File: src/rtl/product_accumulator.sv
// Accumulates frames of LEN unsigned 8-bit products into a saturating sum and
// hands the frame total downstream over a valid/ready handshake.
module product_accumulator #(
  parameter int ACC_WIDTH = 16,
  parameter int LEN       = 8
) (
  input  logic                 clk,
  input  logic                 rst,
  input  logic                 in_valid,
  output logic                 in_ready,
  input  logic [7:0]           p_in,
  input  logic                 clr,
  output logic                 out_valid,
  input  logic                 out_ready,
  output logic [ACC_WIDTH-1:0] acc_out,
  output logic                 sat
);

  localparam int CW = $clog2(LEN + 1);
  localparam logic [ACC_WIDTH-1:0] ACC_MAX = '1;
  localparam logic [CW-1:0]        LAST    = CW'(LEN - 1);

  typedef enum logic {
    ACCUM = 1'b0,
    DONE  = 1'b1
  } state_t;

  state_t               state_q;
  logic [ACC_WIDTH-1:0] acc_q;
  logic [ACC_WIDTH-1:0] acc_d;
  logic [CW-1:0]        cnt_q;
  logic                 sat_q;
  logic                 sat_d;
  logic                 out_valid_q;
  logic [ACC_WIDTH:0]   sum;
  logic                 accept;

  assign in_ready = (state_q == ACCUM) && !rst;
  assign accept   = in_valid && in_ready;

  // One extra bit catches the carry out; a saturated acc stays at max since max+p always carries or equals max.
  always_comb begin
    sum   = {1'b0, acc_q} + {{(ACC_WIDTH - 7){1'b0}}, p_in};
    acc_d = sum[ACC_WIDTH] ? ACC_MAX : sum[ACC_WIDTH-1:0];
    sat_d = sat_q | sum[ACC_WIDTH];
  end

  always_ff @(posedge clk) begin
    if (rst || clr) begin
      state_q     <= ACCUM;
      acc_q       <= '0;
      cnt_q       <= '0;
      sat_q       <= 1'b0;
      out_valid_q <= 1'b0;
    end else begin
      case (state_q)
        ACCUM: begin
          if (accept) begin
            acc_q <= acc_d;
            sat_q <= sat_d;
            cnt_q <= cnt_q + CW'(1);
            if (cnt_q == LAST) begin
              state_q     <= DONE;
              out_valid_q <= 1'b1;
            end
          end
        end
        DONE: begin
          if (out_ready) begin
            state_q     <= ACCUM;
            acc_q       <= '0;
            cnt_q       <= '0;
            sat_q       <= 1'b0;
            out_valid_q <= 1'b0;
          end
        end
        default: state_q <= ACCUM;
      endcase
    end
  end

  assign acc_out   = acc_q;
  assign sat       = sat_q;
  assign out_valid = out_valid_q;

endmodule
File: config.mk
export PLATFORM = sky130hd
export DESIGN_NAME = product_accumulator
export DESIGN_NICKNAME = d
export VERILOG_FILES = /design/src/rtl/product_accumulator.sv
export SDC_FILE = /design/constraint.sdc
export NUM_CORES = 1
export LEC_CHECK = 0
export ABC_AREA = 1
export BUFFER_PORTS_ARGS = -buffer_cell sky130_fd_sc_hd__buf_2
export CAP_MARGIN = 20
export CORE_MARGIN = 2
export CORE_UTILIZATION = 55
export CTS_CLUSTER_SIZE = 16
export DETAILED_ROUTE_END_ITERATION = 12
export PLACE_DENSITY_LB_ADDON = 0.3
export SLEW_MARGIN = 5
export SYNTH_ARGS = -nofsm -noshare
export SYNTH_HDL_FRONTEND = slang
export SYNTH_SLANG_ARGS = --single-unit
File: constraint.sdc
create_clock -name clk -period 3.8 [get_ports clk]
set_input_delay 0.19 -clock clk [delete_from_list [all_inputs] [get_ports clk]]
set_output_delay 0.19 -clock clk [all_outputs]
set_load 0.05 [all_outputs]
==> results of run 1 <==
cells in the final DEF (no fill, tap or decap):
cell	count
nand2_2	1
clkinvlp_4	1
or2_1	1
nand4_1	3
ha_1	9
nand3b_1	3
nor3_4	1
clkinv_1	1
clkbuf_4	3
nor3_1	1
fa_1	1
a22oi_1	2
nor2_2	1
o21ai_4	1
buf_2	31
a21oi_2	2
o21ai_1	1
nand3_2	8
dfxtp_1	23
nor2_1	15
xor2_1	4
inv_2	2
a31oi_2	2
nand3_4	1
a21oi_1	13
xnor2_1	2
o21ai_0	2
and2_1	3
nand3_1	14
nand2_1	97
inv_1	36
layer usage:
layer / vias to the layer above / share of wire
met1: 732 / 0.48
met4: 0 / 0.011
met2: 48 / 0.46
met3: 6 / 0.055
li1: 856 / -
met5: - / 0
cells by family (layout without fill, tap and decap cells):
kind of cell,count (synthesis),after routing,share of synthesized area
and+or+nand+nor,149,149,0.4123
buffers and inverters,45,74,0.1087
AOI/OAI and AO/OA,23,23,0.09220
DFF,23,23,0.2759
adders and majority gates,10,10,0.07946
xor gates and xnor gates,6,6,0.03148
flip-flops by register name, summed over array words and instances, names as in the netlist:
| name | count |
|---|---|
| cnt_q | 4 |
| out_valid | 1 |
| sat | 1 |
| acc_out | 16 |
| state_q | 1 |
worst min-delay path: stages:
cell	delay, ns
buf_2	0.09
inv_1	0.03
nand2_1	0.04
a21oi_1	0.06
where the power goes:
group / internal [µW] / total (µW) / switching [µW]
logic: 22.7 / 70.6 / 48.0
clock network: 40.3 / 129 / 88.3
registers: 244 / 246 / 2.22
total: 307 / 445 / 139
per-stage QoR:
| step | util | power, µW | cell area [µm²] | hold slack [ns] | worst slack [ns] |
|---|---|---|---|---|---|
| 2_1_floorplan | - | 303.6 | 1669 | 0.3533 | 1.795 |
| 3_3_place_gp | 0.6462 | 319.9 | 1828 | 0.4365 | 2.003 |
| 3_5_place_dp | 0.6462 | 321.6 | 1828 | 0.4424 | 1.899 |
| 4_1_cts | 0.6568 | 444.0 | 1858 | 0.1128 | 1.860 |
| 5_1_grt | 0.6568 | 464.4 | 1858 | 0.1108 | 1.720 |
| 6_report | 0.6568 | 445.4 | 1858 | 0.1178 | 1.858 |
cell type report:
cell class,count,area share
timing repair buffer,31,0.08350
clock inverter,1,0.004040
inverter,39,0.07879
multi-input combinational,188,0.5529
clock buffer,3,0.01212
tap,31,0.02088
sequential,23,0.2478
worst max path at each step:
stage,start,endpoint,cells past startpoint
after floorplan,acc_out[0],acc_out[6],11
after global placement,acc_out[0],acc_out[15],10
after detailed placement,acc_out[0],acc_out[14],10
after CTS,acc_out[0],acc_out[14],10
after global routing,acc_out[0],acc_out[15],10
final,acc_out[0],acc_out[14],10
==> flow_metrics.py, run 1 <==
metrics = {
    "setup_path": {
        "cp.buffers_inverters": 1,
        "path_delay_family": "simple AND/OR/NAND/NOR gates",
        "cp-end-kind": "flip-flop",
        "cp_max_fo": 13,
        "crit_type": "flip-flop to flip-flop",
        "r2r_cells": 10,
        "slowest_delay_ns": 0.38,
        "crit_top_cell": "nand2_1",
        "reg2reg_slack_ns": 1.86,
        "cp_data_required_time_ns": 4.06,
        "cp_slowest_cell": "dfxtp_1",
        "path_cells": "ha_1 -> fa_1 -> nand2_1 -> nand2_1 -> nand2_2 -> o21ai_4 -> nand3_4 -> nand2_1 -> inv_1 -> a21oi_1",
        "crit_path_start_kind": "flip-flop",
        "r2r-start": "acc_out[0]",
        "cp.arrival_ns": 2.20,
        "r2r-end": "acc_out[14]",
    },
    "synthesis": {
        "yosysSeqAreaShare": 0.2759,
        "synth_edf_count": 0,
        "synth_warnings": 0,
        "yosys.area.top_type_share": 0.2759,
        "async_flop_share": 0,
        "synthesis.nets": 279,
        "synth_area_per_cell_um2": 6.520,
        "synthCells": 256,
        "yosysUniqueCellTypes": 31,
        "synthTopCellsByCount": "nand2_1 (97), inv_1 (36), dfxtp_1 (23), nor2_1 (15), nand3_1 (14)",
        "synthTopCellsByArea": "dfxtp_1 (28%), nand2_1 (22%), inv_1 (8.1%), ha_1 (6.7%), nand3_2 (4.8%)",
        "syn_area_um2": 1669,
        "synth.most_common_cell": "nand2_1",
        "yosys.area.top_type": "dfxtp_1",
        "synthFlopType": "dfxtp_1",
        "ys_ff_latch": 23,
    },
    "clock_tree": {
        "cts_tree": "built",
        "insertion_delay_ns": 0.34,
        "cts_resized": 0,
        "ctsHoldBuffers": 0,
        "h-tree-depth": 1,
        "post-cts-setup-buffers": 0,
        "cts.sinks": 23,
        "numCtsBuffers": 3,
        "cts_buffer_depth": 2,
        "root_buffer": "clkbuf_4",
        "clkTransAtPathRegs_ns": 0.14,
    },
    "drt": {
        "viasPerCell": 5.196,
        "wl_per_cell_um": 11.47,
        "vias": 1642,
        "dr.pass1.iters": 4,
        "drtIter0Drc": 55,
        "drc": 0,
        "finalWirelength_mm": 3.626,
        "drtAntennaViolNets": 0,
    },
    "sta": {
        "setup-tns-final_ns": 0,
        "drv_slew": 0,
        "timing.fmax_mhz": 514.9,
        "fin_crit_sh": 0.5111,
        "report.final.hold_viol_count": 0,
        "setup_viol": 0,
        "rsz0062_at_grt": "no",
        "fin_skew_ns": 0.01708,
        "fin_crit_ns": 1.942,
        "tightest_slew_ns": 0.8603,
        "slew_headroom": 0.4243,
    },
    "global_route": {
        "grt_max_degree": 27,
        "grt_use_met2": 0.3794,
        "grt_pass1_wl_mm": 6.216,
        "antenna_found_initial": 0,
        "grtUsageMet3": 0.04367,
        "grt-ovfl-total": 0,
        "met1_usage": 0.2995,
        "busiest_layer": "met2",
        "grtUsageTotal": 0.2271,
        "grt_pass1_vias": 1528,
    },
    "status": {
        "outcome": "finished clean",
    },
    "worst_hold_path": {
        "min_path_type": "input pin to flip-flop",
        "hold_end": "state_q",
        "hold_depth": 4,
        "hp-start": "out_ready",
    },
    "floorplanning": {
        "die_x_um": 59.09,
        "ios": 32,
        "die_y_um": 59.09,
        "initial_core_util": 0.5900,
        "core_um2": 2829,
        "num_rows": 19,
        "die-area_um2": 3492,
    },
    "layout": {
        "n_antenna_cell": 0,
        "multi_input_area_um2": 1027,
        "fill_cells": 271,
        "syn2layout_area_growth_pct": 11.32,
        "register_area_um2": 460.4,
        "drive_gt1_frac": 0.1895,
        "fin_cells": 316,
        "finalNetCount": 309,
    },
    "pwr": {
        "powerDensity_nw_per_um2": 239.7,
        "p_leak_uw": 0.001042,
        "irDropWorstVdd_uv": 223.0,
    },
    "placed_design": {
        "dpl.cell_count": 312,
        "routabilityCongestion": 0.8012,
        "io_buffers": 31,
        "dp_hpwl_mm": 2.790,
    },
    "flow_run": {
        "cap_violations": 0,
    },
}
Power figures use the tool's default switching activity.
==> run 2, diff against run 1 <==
--- a/config.mk
+++ b/config.mk
@@ -5,11 +5,11 @@
 export SDC_FILE = /design/constraint.sdc
 export NUM_CORES = 1
 export LEC_CHECK = 0
-export ABC_AREA = 1
+export ABC_AREA = 0
 export BUFFER_PORTS_ARGS = -buffer_cell sky130_fd_sc_hd__buf_2
 export CAP_MARGIN = 20
 export CORE_MARGIN = 2
-export CORE_UTILIZATION = 55
+export CORE_UTILIZATION = 53
 export CTS_CLUSTER_SIZE = 16
 export DETAILED_ROUTE_END_ITERATION = 12
 export PLACE_DENSITY_LB_ADDON = 0.3
==> constraint.sdc (replaced) <==
create_clock -name clk -period 1.86 [get_ports clk]
set_input_delay 0.093 -clock clk [delete_from_list [all_inputs] [get_ports clk]]
set_output_delay 0.093 -clock clk [all_outputs]
set_load 0.05 [all_outputs]
==> flow_metrics.py, run 2 <==
metrics = {
    "status": {
        "outcome": "finished, violations left",
        "violations": "negative setup slack",
    },
    "drt": {
        "drtAntennaViolNets": 0,
        "drtIter0Drc": 47,
        "vias": 1520,
        "viasPerCell": 6.230,
        "dr.pass1.iters": 4,
        "finalWirelength_mm": 3.845,
        "drc": 0,
        "wl_per_cell_um": 15.76,
    },
    "clock_tree": {
        "insertion_delay_ns": 0.31,
        "cts.sinks": 23,
        "ctsHoldBuffers": 0,
        "post-cts-setup-buffers": 0,
        "numCtsBuffers": 3,
        "cts_buffer_depth": 2,
        "cts_tree": "built",
        "h-tree-depth": 1,
        "root_buffer": "clkbuf_4",
        "clkTransAtPathRegs_ns": 0.14,
    },
    "sta": {
        "drv_slew": 0,
        "timing.fmax_mhz": 501.8,
        "report.final.hold_viol_count": 0,
        "slew_headroom": 0.5845,
        "fin_hold_ws_ns": 0.07091,
        "postLayoutSetupSlackWorst_ns": -0.1326,
        "setup-tns-final_ns": -1.828,
        "setup_viol": 17,
        "tightest_slew_ns": 0.6218,
        "rsz0062_at_grt": "yes",
        "fin_crit_ns": 1.993,
        "fin_skew_ns": 0.004501,
        "fin_crit_sh": 1.071,
    },
    "global_route": {
        "grt_pass1_wl_mm": 6.327,
        "grtUsageTotal": 0.2477,
        "grt-ovfl-total": 0,
        "antenna_found_initial": 0,
        "grt_pass1_vias": 1408,
        "grt_max_degree": 20,
    },
    "synthesis": {
        "ys_ff_latch": 23,
        "synthCells": 165,
        "yosys.area.top_type": "dfxtp_1",
        "async_flop_share": 0,
        "synthFlopType": "dfxtp_1",
        "yosys.area.top_type_share": 0.3242,
        "synth_warnings": 0,
        "synthTopCellsByArea": "dfxtp_1 (32%), ha_1 (7.9%), a31oi_1 (5.7%), a21oi_1 (4.9%), nand3_1 (4.6%)",
        "yosysSeqAreaShare": 0.3242,
        "syn_area_um2": 1420,
        "yosysUniqueCellTypes": 48,
        "synth_area_per_cell_um2": 8.607,
        "synth.most_common_cell": "dfxtp_1",
        "synthTopCellsByCount": "dfxtp_1 (23), nand2_1 (16), a21oi_1 (14), a31oi_1 (13), nand3_1 (13)",
        "synth_edf_count": 0,
        "synthesis.nets": 188,
    },
    "floorplanning": {
        "initial_core_util": 0.5681,
        "num_rows": 18,
        "die-area_um2": 3110,
        "core_um2": 2500,
        "die_y_um": 55.77,
        "ios": 32,
        "die_x_um": 55.77,
    },
    "setup_path": {
        "cp_max_fo": 6,
        "crit_type": "flip-flop to flip-flop",
        "cp-end-kind": "flip-flop",
        "crit_path_start_kind": "flip-flop",
        "cp_data_required_time_ns": 2.11,
        "r2r-start": "acc_out[0]",
        "cp-startpoint": "acc_out[0]",
        "cp.arrival_ns": 2.24,
    },
    "pwr": {
        "p_total_uw": 921.7,
        "p_int_uw": 652.3,
        "powerDensity_nw_per_um2": 502.5,
        "clock_power_share": 0.260,
        "swShare": 0.2923,
        "p_switching_uw": 269.4,
        "irDropWorstVdd_uv": 365.1,
        "p_leak_uw": 0.0007489,
        "seq_power_share": 0.544,
        "pwr-share-comb": 0.196,
    },
    "placed_design": {
        "io_buffers": 31,
        "routabilityCongestion": 0.9068,
        "placed_area_um2": 1749,
        "dp_hpwl_mm": 2.766,
    },
    "layout": {
        "finalNetCount": 238,
        "n_antenna_cell": 0,
        "syn2layout_area_growth_pct": 29.16,
        "layout_common_cells": "buf_2 (31), buf_4 (20), nand2_1 (16), dfxtp_1 (16), a21oi_1 (14)",
        "final_common_cell": "buf_2",
        "final_area_um2": 1834,
        "drive_gt1_frac": 0.3972,
        "largest_reg_flops": 16,
    },
    "worst_hold_path": {
        "hp-start": "out_ready",
        "min_path_type": "input pin to flip-flop",
    },
    "flow_run": {
        "cap_violations": 0,
    },
}
==> run 2: layout make-up <==
| cell class | instances | area, µm² |
|---|---|---|
| inverter | 3 | 11.26 |
| multi-input combinational | 132 | 969.7 |
| clock buffer | 3 | 22.52 |
| sequential | 23 | 471.7 |
| timing repair buffer | 52 | 316.6 |
| fill | 182 | 665.6 |
| clock inverter | 1 | 5.005 |
| tap | 30 | 37.54 |
==> run 2: path summary, 6_finish.rpt <==
kind	end	slack, ns	depth (start not counted)
setup reg to reg	acc_out[10]	-0.13	8
setup / recovery	acc_out[10]	-0.13	8
hold reg to reg	sat	0.46	2
hold / removal	state_q	0.07	3
==> run 2: critical path, cell delays in order, from the launching register on <==
cell      delay (ns)
dfxtp_4         0.38
ha_4            0.16
fa_2            0.36
a211oi_4        0.29
nor3_4          0.10
o31ai_4         0.21
buf_6           0.16
o211ai_1        0.08
a31oi_1         0.19
==> run 2: power by group through the flow <==
stage	registers [µW]	clock network, µW	logic (µW)
2_1_floorplan	528	0	96.9
3_3_place_gp	512	0	166
3_5_place_dp	513	0	171
4_1_cts	502	248	176
5_1_grt	503	268	198
6_report	502	240	180
==> run 2: per-layer routing <==
layer,track usage,wire length [µm],vias to the layer above
met3,0.03256,220,7
met5,0,0,-
li1,-,-,732
met1,0.3134,1655,719
met2,0.4456,1942,62
met4,0.05575,25,0
==> run 2: what timing repair did <==
| action | CTS | global route |
|---|---|---|
| endpoints found under the setup margin | 17 | 17 |
| resized for setup | 4 | 6 |
| endpoints found under the hold margin | 0 | 0 |
| pin swaps | 6 | 6 |
==> run 2: kinds of logic (layout without fill, tap and decap cells) <==
logic type,after synthesis,in the layout,share of synthesized area
buffers and inverters,10,59,0.04845
AND/OR/NAND/NOR,64,64,0.2379
XOR/XNOR,4,4,0.02467
adder cells (fa/ha/maj),10,10,0.09339
AO/OA/AOI/OAI,54,54,0.2714
flip-flops,23,23,0.3242
==> run 2: through the flow <==
stage,utilization,setup slack (ns),std cells
2_1_floorplan,-,-0.2395,165
6_report,0.7337,-0.1326,244
3_3_place_gp,0.6997,-0.1348,240
4_1_cts,0.7197,-0.1574,244
5_1_grt,0.7337,-0.2252,244
3_5_place_dp,0.6997,-0.1804,240
